File: src/rtl/display_list_seq.sv
// Display-list sequencer: replays a double-banked command list to the vector
// control block once per frame, paced by ctl_ready, with frame-aligned bank swaps.
module display_list_seq #(
  parameter int ADDR_W       = 10,
  parameter int FRAME_CYCLES = 833333,
  parameter int TIMER_W      = 24
) (
  input  logic              i_clk,
  input  logic              i_reset,
  input  logic              i_enable,
  input  logic              i_swap_req,
  output logic              o_swap_ack,
  output logic              o_bank,
  output logic [ADDR_W:0]   o_mem_addr,
  output logic              o_mem_rd,
  input  logic [25:0]       i_mem_data,
  input  logic              i_ctl_ready,
  output logic [11:0]       o_ctl_x,
  output logic [11:0]       o_ctl_y,
  output logic              o_ctl_jump,
  output logic              o_ctl_draw,
  output logic              o_frame_start,
  output logic              o_busy,
  output logic              o_err_overrun
);

  typedef enum logic [2:0] {
    S_IDLE, S_WAIT_FRAME, S_FETCH, S_WAIT_DATA,
    S_DECODE, S_WAIT_READY, S_ISSUE, S_GUARD
  } state_t;

  localparam logic [TIMER_W-1:0] TIMER_TC = TIMER_W'(FRAME_CYCLES - 1);
  localparam logic [ADDR_W-1:0]  IDX_LAST = {ADDR_W{1'b1}};
  localparam logic [1:0] OP_NOP  = 2'b00;
  localparam logic [1:0] OP_JUMP = 2'b01;
  localparam logic [1:0] OP_DRAW = 2'b10;

  state_t              r_state;
  logic [ADDR_W-1:0]   r_index;
  logic [TIMER_W-1:0]  r_timer;
  logic [25:0]         r_cmd;
  logic                r_swap_pend;
  logic                r_guard;
  logic                r_swap_ack;
  logic                r_bank;
  logic [ADDR_W:0]     r_mem_addr;
  logic                r_mem_rd;
  logic [11:0]         r_ctl_x;
  logic [11:0]         r_ctl_y;
  logic                r_ctl_jump;
  logic                r_ctl_draw;
  logic                r_frame_start;
  logic                r_busy;
  logic                r_err_overrun;

  logic                w_swap_pend;
  logic                w_timer_done;
  logic                w_new_bank;
  logic                w_idx_last;
  logic                w_boundary;
  logic [1:0]          w_op;
  logic [ADDR_W-1:0]   w_next_index;

  // A request arriving in the boundary cycle itself still takes effect there.
  assign w_swap_pend  = r_swap_pend | i_swap_req;
  assign w_timer_done = (r_timer == TIMER_TC);
  assign w_new_bank   = r_bank ^ w_swap_pend;
  assign w_idx_last   = (r_index == IDX_LAST);
  assign w_op         = r_cmd[25:24];
  assign w_next_index = r_index + 1'b1;
  assign w_boundary   = i_enable &&
                        ((r_state == S_IDLE) || (r_state == S_WAIT_FRAME && w_timer_done));

  always_ff @(posedge i_clk) begin
    if (i_reset) begin
      r_state       <= S_IDLE;
      r_index       <= '0;
      r_timer       <= '0;
      r_cmd         <= '0;
      r_swap_pend   <= 1'b0;
      r_guard       <= 1'b0;
      r_swap_ack    <= 1'b0;
      r_bank        <= 1'b0;
      r_mem_addr    <= '0;
      r_mem_rd      <= 1'b0;
      r_ctl_x       <= '0;
      r_ctl_y       <= '0;
      r_ctl_jump    <= 1'b0;
      r_ctl_draw    <= 1'b0;
      r_frame_start <= 1'b0;
      r_busy        <= 1'b0;
      r_err_overrun <= 1'b0;
    end else begin
      r_mem_rd      <= 1'b0;
      r_ctl_jump    <= 1'b0;
      r_ctl_draw    <= 1'b0;
      r_frame_start <= 1'b0;
      r_swap_ack    <= 1'b0;
      r_swap_pend   <= w_swap_pend;
      if (!w_timer_done)
        r_timer <= r_timer + 1'b1;

      if (w_boundary) begin
        r_state       <= S_FETCH;
        r_index       <= '0;
        r_timer       <= '0;
        r_frame_start <= 1'b1;
        r_busy        <= 1'b1;
        r_swap_pend   <= 1'b0;
        r_swap_ack    <= w_swap_pend;
        r_bank        <= w_new_bank;
        r_mem_rd      <= 1'b1;
        r_mem_addr    <= {w_new_bank, {ADDR_W{1'b0}}};
      end else begin
        case (r_state)
          S_IDLE: ;
          S_WAIT_FRAME: begin
            if (w_timer_done) begin
              r_state <= S_IDLE;
              r_busy  <= 1'b0;
            end
          end
          S_FETCH: r_state <= S_WAIT_DATA;
          S_WAIT_DATA: begin
            r_cmd   <= i_mem_data;
            r_state <= S_DECODE;
          end
          S_DECODE: begin
            case (w_op)
              OP_NOP: begin
                if (w_idx_last) begin
                  r_err_overrun <= 1'b1;
                  r_state       <= S_WAIT_FRAME;
                end else begin
                  r_index    <= w_next_index;
                  r_mem_rd   <= 1'b1;
                  r_mem_addr <= {r_bank, w_next_index};
                  r_state    <= S_FETCH;
                end
              end
              OP_JUMP, OP_DRAW: begin
                r_ctl_x <= r_cmd[23:12];
                r_ctl_y <= r_cmd[11:0];
                r_state <= S_WAIT_READY;
              end
              default: r_state <= S_WAIT_FRAME;
            endcase
          end
          S_WAIT_READY: begin
            if (i_ctl_ready) begin
              r_ctl_jump <= (w_op == OP_JUMP);
              r_ctl_draw <= (w_op == OP_DRAW);
              r_state    <= S_ISSUE;
            end
          end
          S_ISSUE: begin
            // The last word of a bank ends the frame even when it is not END.
            if (w_idx_last) begin
              r_err_overrun <= 1'b1;
              r_state       <= S_WAIT_FRAME;
            end else begin
              r_index <= w_next_index;
              r_guard <= 1'b0;
              r_state <= S_GUARD;
            end
          end
          S_GUARD: begin
            if (r_guard) begin
              r_mem_rd   <= 1'b1;
              r_mem_addr <= {r_bank, r_index};
              r_state    <= S_FETCH;
            end else begin
              r_guard <= 1'b1;
            end
          end
          default: r_state <= S_IDLE;
        endcase
      end
    end
  end

  assign o_swap_ack    = r_swap_ack;
  assign o_bank        = r_bank;
  assign o_mem_addr    = r_mem_addr;
  assign o_mem_rd      = r_mem_rd;
  assign o_ctl_x       = r_ctl_x;
  assign o_ctl_y       = r_ctl_y;
  assign o_ctl_jump    = r_ctl_jump;
  assign o_ctl_draw    = r_ctl_draw;
  assign o_frame_start = r_frame_start;
  assign o_busy        = r_busy;
  assign o_err_overrun = r_err_overrun;

endmodule

File: config.mk
export PLATFORM = sky130hd
export DESIGN_NAME = display_list_seq
export DESIGN_NICKNAME = d
export VERILOG_FILES = /design/src/rtl/display_list_seq.sv
export SDC_FILE = /design/constraint.sdc
export NUM_CORES = 1
export LEC_CHECK = 0
export BUFFER_PORTS_ARGS = -buffer_cell sky130_fd_sc_hd__buf_2
export CORE_ASPECT_RATIO = 1.5
export CORE_UTILIZATION = 35
export DETAILED_ROUTE_END_ITERATION = 8
export MAX_ROUTING_LAYER = met4
export SYNTH_ARGS = -nofsm -noshare
export SYNTH_HDL_FRONTEND = slang
export SYNTH_SLANG_ARGS = --single-unit
File: constraint.sdc
create_clock -name i_clk -period 2.4 [get_ports i_clk]
set_clock_uncertainty 0.2 [all_clocks]
set_input_delay 0.24 -clock i_clk [delete_from_list [all_inputs] [get_ports i_clk]]
set_output_delay 0.24 -clock i_clk [all_outputs]
set_load 0.02 [all_outputs]
==> impl_metrics.json <==
{
  "outcome": "complete, no violations",
  "rsz0062_at_grt": "false",
  "path_cells": "or3b_4 -> nor4_4 -> a21oi_2 -> nand2b_2 -> buf_4 -> nor2_1",
  "final_common_cell": "nand2_1",
  "grt_pass1_wl_um": 18300,
  "cp-startpoint": "r_state[2]",
  "dp_hpwl_um": 7660,
  "syn_area_per_cell_um2": 8.22,
  "hold_viol": 0,
  "fillers": 1298,
  "worstSetupEndpointType": "flop",
  "hold_path_class": "primary input to flop",
  "timing.rr.start": "r_state[2]",
  "antenna_found_initial": 0,
  "route.vias.total": 4141,
  "drive_gt1_share_pct": 16.7,
  "cp-start-kind": "flop",
  "grt_pass1_vias": 3993,
  "critPathArrivalTime_ns": 2.18,
  "cts_inserted_buffers": 9,
  "gp_congestion": 0.858,
  "vdd_drop_max_mv": 0.286,
  "r2r_cells": 6,
  "wirelength_um": 10900,
  "crit_required_ns": 2.43,
  "clkTransAtPathRegs_ns": 0.07,
  "pin_count": 74,
  "r2r_setup_slack_ns": 0.25,
  "r2r_end": "r_timer[18]",
  "cap_violations": 0,
  "seq_area_mm2": 0.00216,
  "finalCriticalPeriod_ns": 2.15,
  "power_per_cell_area_mw_per_mm2": 613,
  "antenna_cells": 0,
  "grt-busiest-layer": "met2",
  "yosys_most_used_dff": "dfxtp_1",
  "io_buffers": 73,
  "grt_use_met2_pct": 29.3,
  "p_leak_nw": 2.15,
  "die_w_um": 96.2,
  "ys_ff_latch": 108,
  "synth_cell_types": 45,
  "critPathKind": "flop to flop",
  "worst_pin_slew_ns": 0.534,
  "clock_path_buffers": 2,
  "fmaxAchievable_ghz": 0.465,
  "syn_nets": 608,
  "detail_route.wl_per_cell_um": 13.3,
  "vias_per_cell": 5.03,
  "fin_crit_sh_pct": 89.7,
  "area_delta_synth_final_pct": 23.4,
  "insertion_delay_ns": 0.34,
  "fin_setup_tns_ns": 0,
  "multi_input_area_mm2": 0.00229,
  "crit_end": "r_timer[18]",
  "post_cts_resize_count": 0,
  "clock_sinks": 108,
  "final-setup-viol-count": 0,
  "place_ws_ns": 0.277,
  "dr.pass1.iters": 6,
  "die_area_mm2": 0.0138,
  "core_mm2": 0.0130,
  "postRouteAntennaNets": 0,
  "cts_setup_buffers": 0,
  "grt_max_degree": 43,
  "crit_path_max_incr_delay_ns": 0.45,
  "async_flop_share_pct": 0,
  "grt_overflow_total": 0,
  "final_nets": 701,
  "power_mw": 3.52,
  "cts_max_level": 3,
  "slew_viol_final": 0,
  "rows": 51,
  "synth_edf_count": 0,
  "dieHeight_um": 143,
  "cts_tree": "built",
  "final_cell_mix": "125 x nand2_1, 108 x dfxtp_1, 73 x buf_2",
  "grt_util_met3_pct": 3.39,
  "start_util_pct": 35.8,
  "cp_max_fo": 14,
  "yosysWarningCount": 0,
  "ys_seq_area_share_pct": 46.4,
  "syn_area_mm2": 0.00466,
  "crit_slowest_cell": "or3b_4",
  "slew_headroom_pct": 64.1,
  "postCtsHoldBufs": 28,
  "cts-root-buf": "clkbuf_16",
  "netlist_instances": 567,
  "use_met1_pct": 19.7,
  "grt_usage_pct": 17.3,
  "setup_ws_ns": 0.248,
  "drt_iter0_drc": 204,
  "drc": 0
}
worst min-delay path by stage:
stage	start	endpoint	slack [ns]	depth (start not counted)
global placement	r_cmd[11]	o_ctl_y[11]	0.24	2
floorplan	i_mem_data[0]	r_cmd[0]	0.18	2
detailed placement	r_cmd[18]	o_ctl_x[6]	0.24	2
finish	i_enable	o_busy	0.03	3
CTS	i_enable	o_busy	0.02	3
global route	i_enable	o_busy	0.07	3
final cells by class:
cell class              instances  area share [%]
clock buffers                  13            4.35
repair buffers                116            13.4
well taps                     159            3.46
flip-flops and latches        108            37.6
clock inverters                 3           0.805
inverters                       9           0.587
multi-input cells             416            39.8
worst max-delay path: cells and delay by family, from the launching register on:
family,cells,cell delay [ns]
AO/OA/AOI/OAI,1,0.14
buffers and inverters,1,0.24
flip-flops,1,0.44
AND/OR/NAND/NOR,4,1.02
through the flow:
| step | utilization [%] | cell area [um^2] | hold WS (ns) | std cells |
|---|---|---|---|---|
| CTS | 44.2 | 5750 | 0.0249 | 824 |
| finish | 44.2 | 5750 | 0.0332 | 824 |
| detailed placement | 39.7 | 5170 | 0.244 | 780 |
| global route | 44.2 | 5750 | 0.0681 | 824 |
| floorplan | - | 4660 | 0.176 | 567 |
| global placement | 39.7 | 5170 | 0.236 | 780 |
cells in the mapped netlist (9+ instances only):
library cell	n	area, um^2
clkbuf_1	20	75.1
xor2_1	18	158
a21oi_1	57	285
inv_1	9	33.8
nand3_1	19	95.1
buf_2	9	45.0
nor2_1	62	233
xnor2_1	19	166
a211oi_1	9	67.6
nand2_1	125	469
ha_1	10	125
nand4_1	10	62.6
dfxtp_1	108	2160
nor3_1	16	80.1
o21ai_0	12	60.1
cell families (layout without fill, tap and decap cells):
logic type	Yosys count	after routing	synth area share (%)
XOR/XNOR	37	37	6.95
AND/OR/NAND/NOR	274	274	27.4
multiplexers	6	6	1.29
adder cells (fa/ha/maj)	10	10	2.68
AO/OA/AOI/OAI	89	89	10.7
buffers and inverters	43	141	4.51
flip-flops	108	108	46.4
where the power goes:
group | internal [mW] | switching, mW | total, mW
sequential | 1.81 | 0.0147 | 1.83
clock | 0.842 | 0.638 | 1.48
combinational | 0.102 | 0.117 | 0.219
total | 2.75 | 0.770 | 3.52
sequential cells by signal, summed over array words and instances, names as in the netlist, 3 cells and up:
register and count:
r_cmd 26, r_timer 24, o_ctl_x 12, o_ctl_y 12
o_mem_addr 11, r_index 10, r_state 3
metal layers:
layer / wire, um / vias up / part of all wire (%)
met3: 433 / 14 / 4.0
li1: - / 2089 / -
met2: 5470 / 108 / 50
met4: 209 / 0 / 1.9
met1: 4820 / 1930 / 44
met5: 0 / - / 0
(Power assumes the default switching activity.)
